==> config.mk <==
export PLATFORM = sky130hd
export DESIGN_NAME = round_scheduler
export DESIGN_NICKNAME = d
export VERILOG_FILES = /design/src/rtl/round_scheduler.sv
export SDC_FILE = /design/constraint.sdc
export NUM_CORES = 1
export LEC_CHECK = 0
export CAP_MARGIN = 20
export CORE_ASPECT_RATIO = 1.25
export CORE_MARGIN = 3
export CORE_UTILIZATION = 45
export CTS_CLUSTER_DIAMETER = 50
export DETAILED_ROUTE_END_ITERATION = 12
export DONT_BUFFER_PORTS = 1
export SYNTH_ARGS = -nofsm -noshare
export SYNTH_HDL_FRONTEND = slang
export SYNTH_SLANG_ARGS = --single-unit
==> constraint.sdc <==
create_clock -name i_clk -period 3.4 [get_ports i_clk]
set_input_delay 0 -clock i_clk [delete_from_list [all_inputs] [get_ports i_clk]]
set_output_delay 0 -clock i_clk [all_outputs]
set_load 0.01 [all_outputs]
==> src/rtl/round_scheduler.sv <==
// -----------------------------------------------------------------------------
// round_scheduler
//
// Purpose:
//   Sequences play while the game controller reports a running game: rounds,
//   duck spawns, the per-round countdown and the hit tally. It drives the spawn
//   handshake of the duck generator and reports game completion back to the
//   game controller. hits/round_num survive the end of a game so the end
//   screen can show them.
//
// Optional feature (compile-time macro):
//   ROUND_SPEEDUP_EN  defined   -> spawn gap in round r = SPAWN_GAP_MS >> (r-1),
//                                  never shorter than 1 ms.
//                     undefined -> spawn gap = SPAWN_GAP_MS in every round.
//
// Ports:
//   i_clk                  system clock
//   i_rst                  asynchronous active-high reset
//   i_game_enable          level, high while the game is running
//   i_game_enable_posedge  1-cycle start pulse
//   i_duck_hit             1-cycle pulse, in-flight duck shot
//   i_duck_escaped         1-cycle pulse, in-flight duck left the screen
//   i_spawn_ack            duck generator accepted o_spawn_req
//   o_spawn_req            request one duck, held until i_spawn_ack
//   o_round_num   [2:0]    current round, 1-based (0 before first start)
//   o_ducks_left  [3:0]    spawns still to issue this round
//   o_time_left_s [5:0]    seconds left in the round
//   o_hits        [7:0]    hits this game, saturating at 255
//   o_round_pause          high during the inter-round pause
//   o_game_finished        high once all rounds are played
//
// All outputs come straight from registers; there is no combinational path
// from any input to any output.
// -----------------------------------------------------------------------------
module round_scheduler #(
  parameter int unsigned CLK_FREQ_HZ     = 65_000_000,
  parameter int unsigned ROUNDS          = 5,
  parameter int unsigned DUCKS_PER_ROUND = 10,
  parameter int unsigned ROUND_TIME_S    = 30,
  parameter int unsigned SPAWN_GAP_MS    = 500,
  parameter int unsigned ROUND_PAUSE_MS  = 2000
) (
  input  logic       i_clk,
  input  logic       i_rst,
  input  logic       i_game_enable,
  input  logic       i_game_enable_posedge,
  input  logic       i_duck_hit,
  input  logic       i_duck_escaped,
  input  logic       i_spawn_ack,
  output logic       o_spawn_req,
  output logic [2:0] o_round_num,
  output logic [3:0] o_ducks_left,
  output logic [5:0] o_time_left_s,
  output logic [7:0] o_hits,
  output logic       o_round_pause,
  output logic       o_game_finished
);

  // Clock cycles per millisecond; clamped so a slow test clock still ticks.
  localparam int unsigned MS_CYCLES = (CLK_FREQ_HZ / 1000 < 1) ? 1 : (CLK_FREQ_HZ / 1000);
  localparam logic [31:0] MS_LAST   = 32'(MS_CYCLES - 1);
  localparam logic [31:0] PAUSE_LEN = 32'(ROUND_PAUSE_MS);
  localparam logic [2:0]  ROUNDS_C  = 3'(ROUNDS);
  localparam logic [3:0]  DUCKS_C   = 4'(DUCKS_PER_ROUND);
  localparam logic [5:0]  TIME_C    = 6'(ROUND_TIME_S);
  localparam logic [9:0]  SEC_LAST  = 10'd999;

  typedef enum logic [2:0] {
    S_IDLE,
    S_GAP,
    S_SPAWN,
    S_FLY,
    S_PAUSE,
    S_DONE
  } state_t;

  state_t      r_state;
  logic [31:0] r_ms_cnt;
  logic [9:0]  r_sec_cnt;
  logic [31:0] r_phase_cnt;   // ms elapsed in GAP or PAUSE (the two never overlap)
  logic        r_spawn_req;
  logic [2:0]  r_round_num;
  logic [3:0]  r_ducks_left;
  logic [5:0]  r_time_left;
  logic [7:0]  r_hits;
  logic        r_round_pause;
  logic        r_game_finished;

  state_t      w_state_next;
  logic [31:0] w_ms_cnt_next;
  logic [9:0]  w_sec_cnt_next;
  logic [31:0] w_phase_cnt_next;
  logic        w_spawn_req_next;
  logic [2:0]  w_round_num_next;
  logic [3:0]  w_ducks_left_next;
  logic [5:0]  w_time_left_next;
  logic [7:0]  w_hits_next;
  logic        w_round_pause_next;
  logic        w_game_finished_next;

  logic        w_ms_tick;
  logic        w_active;
  logic        w_sec_tick;
  logic        w_expire;
  logic [31:0] w_gap_len;
  logic [31:0] w_phase_inc;

  // ---------------------------------------------------------------------------
  // Gap length for the current round
  // ---------------------------------------------------------------------------
`ifdef ROUND_SPEEDUP_EN
  logic [31:0] w_gap_shifted;
  // Round numbers are 1-based, so round 1 uses the full gap.
  assign w_gap_shifted = 32'(SPAWN_GAP_MS) >> (r_round_num - 3'd1);
  assign w_gap_len     = (w_gap_shifted == 32'd0) ? 32'd1 : w_gap_shifted;
`else
  assign w_gap_len = 32'(SPAWN_GAP_MS);
`endif

  // ---------------------------------------------------------------------------
  // Timebase
  // ---------------------------------------------------------------------------
  assign w_ms_tick   = (r_ms_cnt == MS_LAST);
  // The round clock only runs while ducks are being served.
  assign w_active    = (r_state == S_GAP) || (r_state == S_SPAWN) || (r_state == S_FLY);
  assign w_sec_tick  = w_active && w_ms_tick && (r_sec_cnt == SEC_LAST);
  // Expiry is taken on the tick that would bring the counter to zero.
  assign w_expire    = w_sec_tick && (r_time_left <= 6'd1);
  assign w_phase_inc = r_phase_cnt + 32'd1;

  // ---------------------------------------------------------------------------
  // State / datapath registers
  // ---------------------------------------------------------------------------
  always_ff @(posedge i_clk or posedge i_rst) begin
    if (i_rst) begin
      r_state         <= S_IDLE;
      r_ms_cnt        <= '0;
      r_sec_cnt       <= '0;
      r_phase_cnt     <= '0;
      r_spawn_req     <= 1'b0;
      r_round_num     <= '0;
      r_ducks_left    <= '0;
      r_time_left     <= '0;
      r_hits          <= '0;
      r_round_pause   <= 1'b0;
      r_game_finished <= 1'b0;
    end else begin
      r_state         <= w_state_next;
      r_ms_cnt        <= w_ms_cnt_next;
      r_sec_cnt       <= w_sec_cnt_next;
      r_phase_cnt     <= w_phase_cnt_next;
      r_spawn_req     <= w_spawn_req_next;
      r_round_num     <= w_round_num_next;
      r_ducks_left    <= w_ducks_left_next;
      r_time_left     <= w_time_left_next;
      r_hits          <= w_hits_next;
      r_round_pause   <= w_round_pause_next;
      r_game_finished <= w_game_finished_next;
    end
  end

  // ---------------------------------------------------------------------------
  // Next-state and output logic
  // ---------------------------------------------------------------------------
  always_comb begin
    w_state_next         = r_state;
    w_ms_cnt_next        = w_ms_tick ? 32'd0 : (r_ms_cnt + 32'd1);
    w_sec_cnt_next       = r_sec_cnt;
    w_phase_cnt_next     = r_phase_cnt;
    w_spawn_req_next     = r_spawn_req;
    w_round_num_next     = r_round_num;
    w_ducks_left_next    = r_ducks_left;
    w_time_left_next     = r_time_left;
    w_hits_next          = r_hits;
    w_round_pause_next   = r_round_pause;
    w_game_finished_next = r_game_finished;

    if (w_active && w_ms_tick) begin
      w_sec_cnt_next = (r_sec_cnt == SEC_LAST) ? 10'd0 : (r_sec_cnt + 10'd1);
    end

    if ((r_state != S_IDLE) && !i_game_enable) begin
      // Abort: counters are left alone so the end screen can still read them.
      w_state_next         = S_IDLE;
      w_spawn_req_next     = 1'b0;
      w_round_pause_next   = 1'b0;
      w_game_finished_next = 1'b0;
    end else begin
      case (r_state)
        S_IDLE: begin
          if (i_game_enable_posedge) begin
            w_state_next      = S_GAP;
            w_round_num_next  = 3'd1;
            w_ducks_left_next = DUCKS_C;
            w_time_left_next  = TIME_C;
            w_hits_next       = 8'd0;
            w_phase_cnt_next  = 32'd0;
            w_sec_cnt_next    = 10'd0;
          end
        end

        S_GAP, S_SPAWN, S_FLY: begin
          if (w_sec_tick) begin
            w_time_left_next = r_time_left - 6'd1;
          end
          if (w_expire) begin
            // Time is up: any pending request is withdrawn, remaining ducks are
            // forfeited and a duck still in flight earns nothing.
            w_state_next       = S_PAUSE;
            w_time_left_next   = 6'd0;
            w_spawn_req_next   = 1'b0;
            w_round_pause_next = 1'b1;
            w_phase_cnt_next   = 32'd0;
          end else begin
            case (r_state)
              S_GAP: begin
                if (w_ms_tick) begin
                  if (w_phase_inc >= w_gap_len) begin
                    w_state_next     = S_SPAWN;
                    w_spawn_req_next = 1'b1;
                    w_phase_cnt_next = 32'd0;
                  end else begin
                    w_phase_cnt_next = w_phase_inc;
                  end
                end
              end
              S_SPAWN: begin
                if (i_spawn_ack) begin
                  w_state_next      = S_FLY;
                  w_spawn_req_next  = 1'b0;
                  w_ducks_left_next = r_ducks_left - 4'd1;
                end
              end
              default: begin  // S_FLY
                if (i_duck_hit || i_duck_escaped) begin
                  // A simultaneous hit and escape is scored as a hit.
                  if (i_duck_hit && (r_hits != 8'hFF)) begin
                    w_hits_next = r_hits + 8'd1;
                  end
                  w_phase_cnt_next = 32'd0;
                  if (r_ducks_left != 4'd0) begin
                    w_state_next = S_GAP;
                  end else begin
                    w_state_next       = S_PAUSE;
                    w_round_pause_next = 1'b1;
                  end
                end
              end
            endcase
          end
        end

        S_PAUSE: begin
          if (w_ms_tick) begin
            if (w_phase_inc >= PAUSE_LEN) begin
              w_round_pause_next = 1'b0;
              w_phase_cnt_next   = 32'd0;
              if (r_round_num < ROUNDS_C) begin
                w_state_next      = S_GAP;
                w_round_num_next  = r_round_num + 3'd1;
                w_ducks_left_next = DUCKS_C;
                w_time_left_next  = TIME_C;
                w_sec_cnt_next    = 10'd0;
              end else begin
                w_state_next         = S_DONE;
                w_game_finished_next = 1'b1;
              end
            end else begin
              w_phase_cnt_next = w_phase_inc;
            end
          end
        end

        S_DONE: begin
          // Held until game_enable falls (handled by the abort path above).
        end

        default: begin
          w_state_next = S_IDLE;
        end
      endcase
    end
  end

  assign o_spawn_req     = r_spawn_req;
  assign o_round_num     = r_round_num;
  assign o_ducks_left    = r_ducks_left;
  assign o_time_left_s   = r_time_left;
  assign o_hits          = r_hits;
  assign o_round_pause   = r_round_pause;
  assign o_game_finished = r_game_finished;

endmodule
==> results_dict.tcl, run 1 <==
set metrics [dict create \
    core-area_um2 11800 \
    final_cell_area_um2 6260 \
    synth_largest_area_cell "dfrtp_1" \
    gp_congestion 0.908 \
    setup.worst_path.end_class "register" \
    yosysSeqAreaShare 0.455 \
    syn_nets 629 \
    synth.cell_area_um2 5560 \
    place_area_um2 5870 \
    nNetsFinal 650 \
    drtAntennaViolNets 0 \
    htree_num_levels 3 \
    io_buffers 0 \
    yosysWarnings 0 \
    die_h_um 130 \
    track_usage 0.192 \
    via_per_inst 5.62 \
    crit_fanout 8 \
    rows 44 \
    post_synth.cell_area_avg_um2 9.07 \
    power_density_nw_per_um2 525 \
    grt_pass1_vias 4377 \
    r2r-start "r_ms_cnt[0]$_DFF_PP0_" \
    critPathArrivalTime_ns 3.53 \
    first_iter_violations 252 \
    start_kind "register" \
    syn_inst 613 \
    tns_ns 0 \
    clock_latency_ns 0.35 \
    ioPinCount 31 \
    clkSinkCount 101 \
    route.detailed.drc 0 \
    diodes 0 \
    worstSetupPathType "register to register" \
    maxSlewViolCount 0 \
    fmax_mhz 307 \
    cp-startpoint "r_ms_cnt[0]$_DFF_PP0_" \
    timing.slew.headroom 0.451 \
    ys_ff_latch 101 \
    ys_types 61 \
    cp.required_ns 3.67 \
    power.total_mw 3.28 \
    die_x_um 105 \
    dp_slack_ns 0.154 \
    hp-class "input pin to register" \
    grt_max_degree 66 \
    worstMarginPinSlew_ns 0.824 \
    worst_ir_drop_vdd_mv 0.291 \
    synth_ff_type "dfrtp_1" \
    syn_to_final_growth_pct 12.6 \
    postSynth.asyncResetShare 1.00 \
    post-cts-setup-buffers 0 \
    clk_pin_slew_ns 0.07 \
    clk_path_buf_depth 2 \
    reg2reg_slack_ns 0.15 \
    initial_core_util 0.470 \
    setup_violations 0 \
    grt_pass1_wl_um 21200 \
    die_area_um2 13700 \
    leakagePower_nw 2.67 \
    overflow 0 \
    period_needed_ns 3.25 \
    synth_top_area_share 0.455 \
    whs_ns 0.0235 \
    fin_ws_ns 0.148 \
    cts_tree "done" \
    fill_cells 1078 \
    dp_hpwl_um 9080 \
    wl_per_cell_um 15.6 \
    num_vias 4494 \
    status "complete, no violations" \
    finClkSkew_ns 0.00596 \
    synth_area_leaders "dfrtp_1 45%, nor2_1 5.5%, xor2_1 4.1%" \
    cts_made_buffers 9 \
    drive_gt1_frac 0.102 \
    cts-root-buf "clkbuf_16" \
    finalHoldViolations 0 \
    finalCritPeriodShare 0.957 \
    synth_edf_count 0 \
    drt_pass1_iterations 5 \
    drt-total-wl_um 12500 \
    min_from "i_game_enable" \
    antenna_found_initial 0 \
    cap_violations 0 \
]
worst max-delay path, stage by stage, from the launching register on:
cell      delay [ns]
dfrtp_1         0.40
ha_1            0.21
nor4bb_1        0.36
nand4_1         0.25
or4_1           0.64
or2_1           0.35
o21ai_0         0.14
a21oi_1         0.06
o21ai_1         0.17
buf_4           0.22
o22ai_2         0.15
a21oi_1         0.21
cell usage in the layout, fill, tap and decap left out, types with 24 or more instances in the layout:
cell type / n
nand2_1: 55
xor2_1: 26
o21ai_0: 26
buf_4: 26
xnor2_1: 24
and2_1: 25
inv_1: 24
nor2_1: 82
nand3_1: 27
dfrtp_1: 101
through the flow:
step	std cells	util
4_1_cts	799	0.527
3_5_place_dp	781	0.496
2_1_floorplan	613	-
5_1_grt	799	0.529
3_3_place_gp	781	0.496
6_report	799	0.529
layer usage:
layer / global-route usage / up-vias / share of wire
li1: - / 2211 / -
met1: 0.243 / 2184 / 0.45
met2: 0.322 / 76 / 0.50
met3: 0.0381 / 23 / 0.032
met4: 0.0857 / 0 / 0.020
met5: 0 / - / 0
area by class of cell:
type / instances / area (um2) / area share
Multi-Input combinational cell: 468 / 2870 / 0.459
Clock buffer: 9 / 225 / 0.0360
Clock inverter: 6 / 111 / 0.0178
Tap cell: 161 / 201 / 0.0322
Timing Repair Buffer: 29 / 225 / 0.0360
Sequential cell: 101 / 2530 / 0.404
Inverter: 25 / 96.3 / 0.0154
power breakdown:
part           switching [mW]  leakage (nW)  total [mW]  internal, mW
Sequential              0.123          1.36        1.39          1.27
Combinational           0.468          1.15       0.710         0.242
Clock                   0.464         0.162        1.18         0.717
worst paths after layout:
check | endpoint | cells after the start
setup / recovery | r_sec_cnt[1]$_DFF_PP0_ | 11
hold / removal | o_round_pause$_DFFE_PP0P_ | 3
setup reg to reg | r_sec_cnt[1]$_DFF_PP0_ | 11
hold reg to reg | r_ms_cnt[31]$_DFF_PP0_ | 1
max in group asynchronous | r_ms_cnt[31]$_DFF_PP0_ | 3
min in group asynchronous | r_phase_cnt[26]$_DFFE_PP0P_ | 3
Yosys cell counts, types with 14 or more instances:
master,instances
dfrtp_1,101
nor2_1,82
nand2_1,55
nand3_1,27
o21ai_0,26
xor2_1,26
and2_1,25
inv_1,25
xnor2_1,24
nand4_1,19
a21oi_1,17
o21ai_1,16
nor3_1,14
state kept, by name, indices dropped and copies added, names as in the netlist:
name,count
r_ms_cnt,32
r_phase_cnt,32
r_sec_cnt,10
o_hits,8
o_time_left_s,6
o_ducks_left,4
o_round_num,3
r_state,3
o_game_finished,1
o_round_pause,1
o_spawn_req,1
cells by family (layout without fill, tap and decap cells):
kind of cell / count (synthesis) / after routing / share of synthesized area
flip-flops: 101 / 101 / 0.455
AO/OA/AOI/OAI: 117 / 117 / 0.141
AND/OR/NAND/NOR: 288 / 288 / 0.265
XOR/XNOR: 50 / 50 / 0.0788
buffers and inverters: 44 / 69 / 0.0338
adder cells (fa/ha/maj): 9 / 9 / 0.0203
multiplexers: 4 / 4 / 0.00720
timing repair:
item,4_1_cts,5_1_grt
gates resized for setup,0,4
endpoints found under the hold margin,107,0
endpoints found under the setup margin,0,14
hold buffers,3,0
Power figures use the tool's default switching activity.
==> run 2: changes to the inputs <==
==> constraint.sdc (replaced) <==
create_clock -name i_clk -period 3.91 [get_ports i_clk]
set_input_delay 0 -clock i_clk [delete_from_list [all_inputs] [get_ports i_clk]]
set_output_delay 0 -clock i_clk [all_outputs]
set_load 0.01 [all_outputs]
==> run 2 against run 1 <==
Net effect: non-clock buffer count down 14; die area unchanged; via count down 1.4%; core utilization down 1.3 points; wire length down 1.0%.
==> results_dict.tcl, run 2 (same netlist as run 1, synthesis figures left out) <==
set metrics [dict create \
    start_kind "register" \
    drt-total-wl_um 12400 \
    setup.worst_path.end_class "register" \
    switching_power_uw 920 \
    leakagePower_nw 2.57 \
    worst_ir_drop_vdd_mv 0.320 \
    path_buf_inv 0 \
    overflow 0 \
    route.detailed.drc 0 \
    power_frac_comb 0.212 \
    cp.required_ns 4.18 \
    gp_congestion 0.828 \
    nNetsFinal 636 \
    die_h_um 130 \
    clock_latency_ns 0.35 \
    ioPinCount 31 \
    worstMarginPinSlew_ns 0.943 \
    tns_ns 0 \
    initial_core_util 0.470 \
    p_clk_frac 0.337 \
    power.total_mw 2.73 \
    swShare 0.337 \
    timing.slew.headroom 0.371 \
    post-cts-setup-buffers 0 \
    top_regs "r_ms_cnt (32), r_phase_cnt (32), r_sec_cnt (10)" \
    p_int_mw 1.81 \
    slowest_stage "nor4_2" \
    grtUsageMet3 0.0371 \
    antenna_found_initial 0 \
    dp_hpwl_um 8810 \
    cts_tree "done" \
    worstSetupPathType "register to register" \
    fmax_mhz 291 \
    clk_pin_slew_ns 0.07 \
    layout_common_cells "101 x dfrtp_1, 82 x nor2_1, 55 x nand2_1, 27 x nand3_1" \
    path_delay_family "compound AO/OA/AOI/OAI gates" \
    first_iter_violations 240 \
    finalHoldViolations 0 \
    diodes 0 \
    num_vias 4429 \
    clkSinkCount 101 \
    drtAntennaViolNets 0 \
    core-area_um2 11800 \
    drive_gt1_frac 0.0816 \
    power_density_nw_per_um2 448 \
    via_per_inst 5.63 \
    layout_commonest_cell "dfrtp_1" \
    clk_path_buf_depth 2 \
    syn_to_final_growth_pct 9.88 \
    critPathArrivalTime_ns 3.70 \
    status "complete, no violations" \
    path_cells "ha_1, nand3_1, nor4_2, and4_1, a31oi_1, a211oi_1, nand2_1, o21ai_2, o22ai_2, a21oi_1" \
    io_buffers 0 \
    hp-class "input pin to register" \
    cap_violations 0 \
    seqPwrFrac 0.451 \
    cts_made_buffers 9 \
    rows 44 \
    track_usage 0.188 \
    maxSlewViolCount 0 \
    rsz0062_at_grt "no" \
    crit_fanout 11 \
    grt_max_degree 75 \
    drt_pass1_iterations 5 \
    htree_num_levels 3 \
    globalRoute.busiestLayer "met2" \
    grt_pass1_wl_um 21100 \
    wl_per_cell_um 15.7 \
    cts-root-buf "clkbuf_16" \
    grt_use_met2 0.310 \
    grt_util_met1 0.251 \
    grt_pass1_vias 4329 \
    die_area_um2 13700 \
    setup_violations 0 \
    period_needed_ns 3.43 \
    die_x_um 105 \
    finalCritPeriodShare 0.878 \
    slowest_delay_ns 0.50 \
    finClkSkew_ns 0.0150 \
]
run 2: changes by cell type in the layout (fill, tap and decap cells not counted), moves of 2 or more:
cell / delta
bufinv_16: -2
buf_4: -14
nor4_2: +2
nor4_4: -2
clkinv_4: +3
run 2: worst min-delay path: cells and delay by family:
kind / cells / cell delay, ns
AO/OA/AOI/OAI: 3 / 0.23
AND/OR/NAND/NOR: 2 / 0.16
run 2: worst paths after layout:
kind / start / slack [ns] / depth (start not counted) / to
hold reg to reg: r_ms_cnt[0]$_DFF_PP0_ / 0.48 / 1 / r_ms_cnt[0]$_DFF_PP0_
max in group asynchronous: i_rst / 2.62 / 3 / r_ms_cnt[24]$_DFF_PP0_
hold / removal: i_game_enable / 0.09 / 5 / r_state[0]$_DFFE_PP0P_
setup / recovery: r_phase_cnt[0]$_DFFE_PP0P_ / 0.48 / 10 / r_sec_cnt[1]$_DFF_PP0_
min in group asynchronous: i_rst / 0.31 / 2 / r_phase_cnt[6]$_DFFE_PP0P_
setup reg to reg: r_phase_cnt[0]$_DFFE_PP0P_ / 0.48 / 10 / r_sec_cnt[1]$_DFF_PP0_
run 2: timing repair:
item / in CTS / in global routing
setup endpoints to repair: 0 / 13
endpoints found under the hold margin: 79 / 0
hold buffers: 3 / 0
gates resized for setup: 0 / 1
run 2: per-stage QoR:
| stage | area [um2] | cells | hold WS (ns) | utilization | setup WS (ns) |
|---|---|---|---|---|---|
| 2_1_floorplan | 5560 | 613 | 0.211 | - | 0.960 |
| 3_3_place_gp | 5760 | 767 | 0.131 | 0.487 | 0.461 |
| 3_5_place_dp | 5760 | 767 | 0.145 | 0.487 | 0.290 |
| 4_1_cts | 6100 | 786 | 0.0734 | 0.516 | 0.234 |
| 5_1_grt | 6110 | 786 | 0.140 | 0.516 | 0.0972 |
| 6_report | 6110 | 786 | 0.0934 | 0.516 | 0.476 |
run 2: power groups by stage:
stage | clock network (mW) | logic, mW | registers (mW)
after global placement | 0 | 0.563 | 1.25
after detailed placement | 0 | 0.575 | 1.25
final | 0.921 | 0.580 | 1.23
after global routing | 0.981 | 0.663 | 1.25
after floorplan | 0 | 0.454 | 1.21
after CTS | 0.945 | 0.584 | 1.23
run 2: layout make-up:
class,count,area [um2]
clock buffer,10,239
clock inverter,6,70.1
fill,1086,5730
inverter,25,96.3
multi-input combinational,468,2850
sequential,101,2530
tap,161,201
timing repair buffer,15,120
run 2: routing by layer:
metal | part of all wire | wire (um)
met5 | 0 | 0
met4 | 0.012 | 149
met3 | 0.034 | 420
met2 | 0.49 | 6100
met1 | 0.46 | 5700
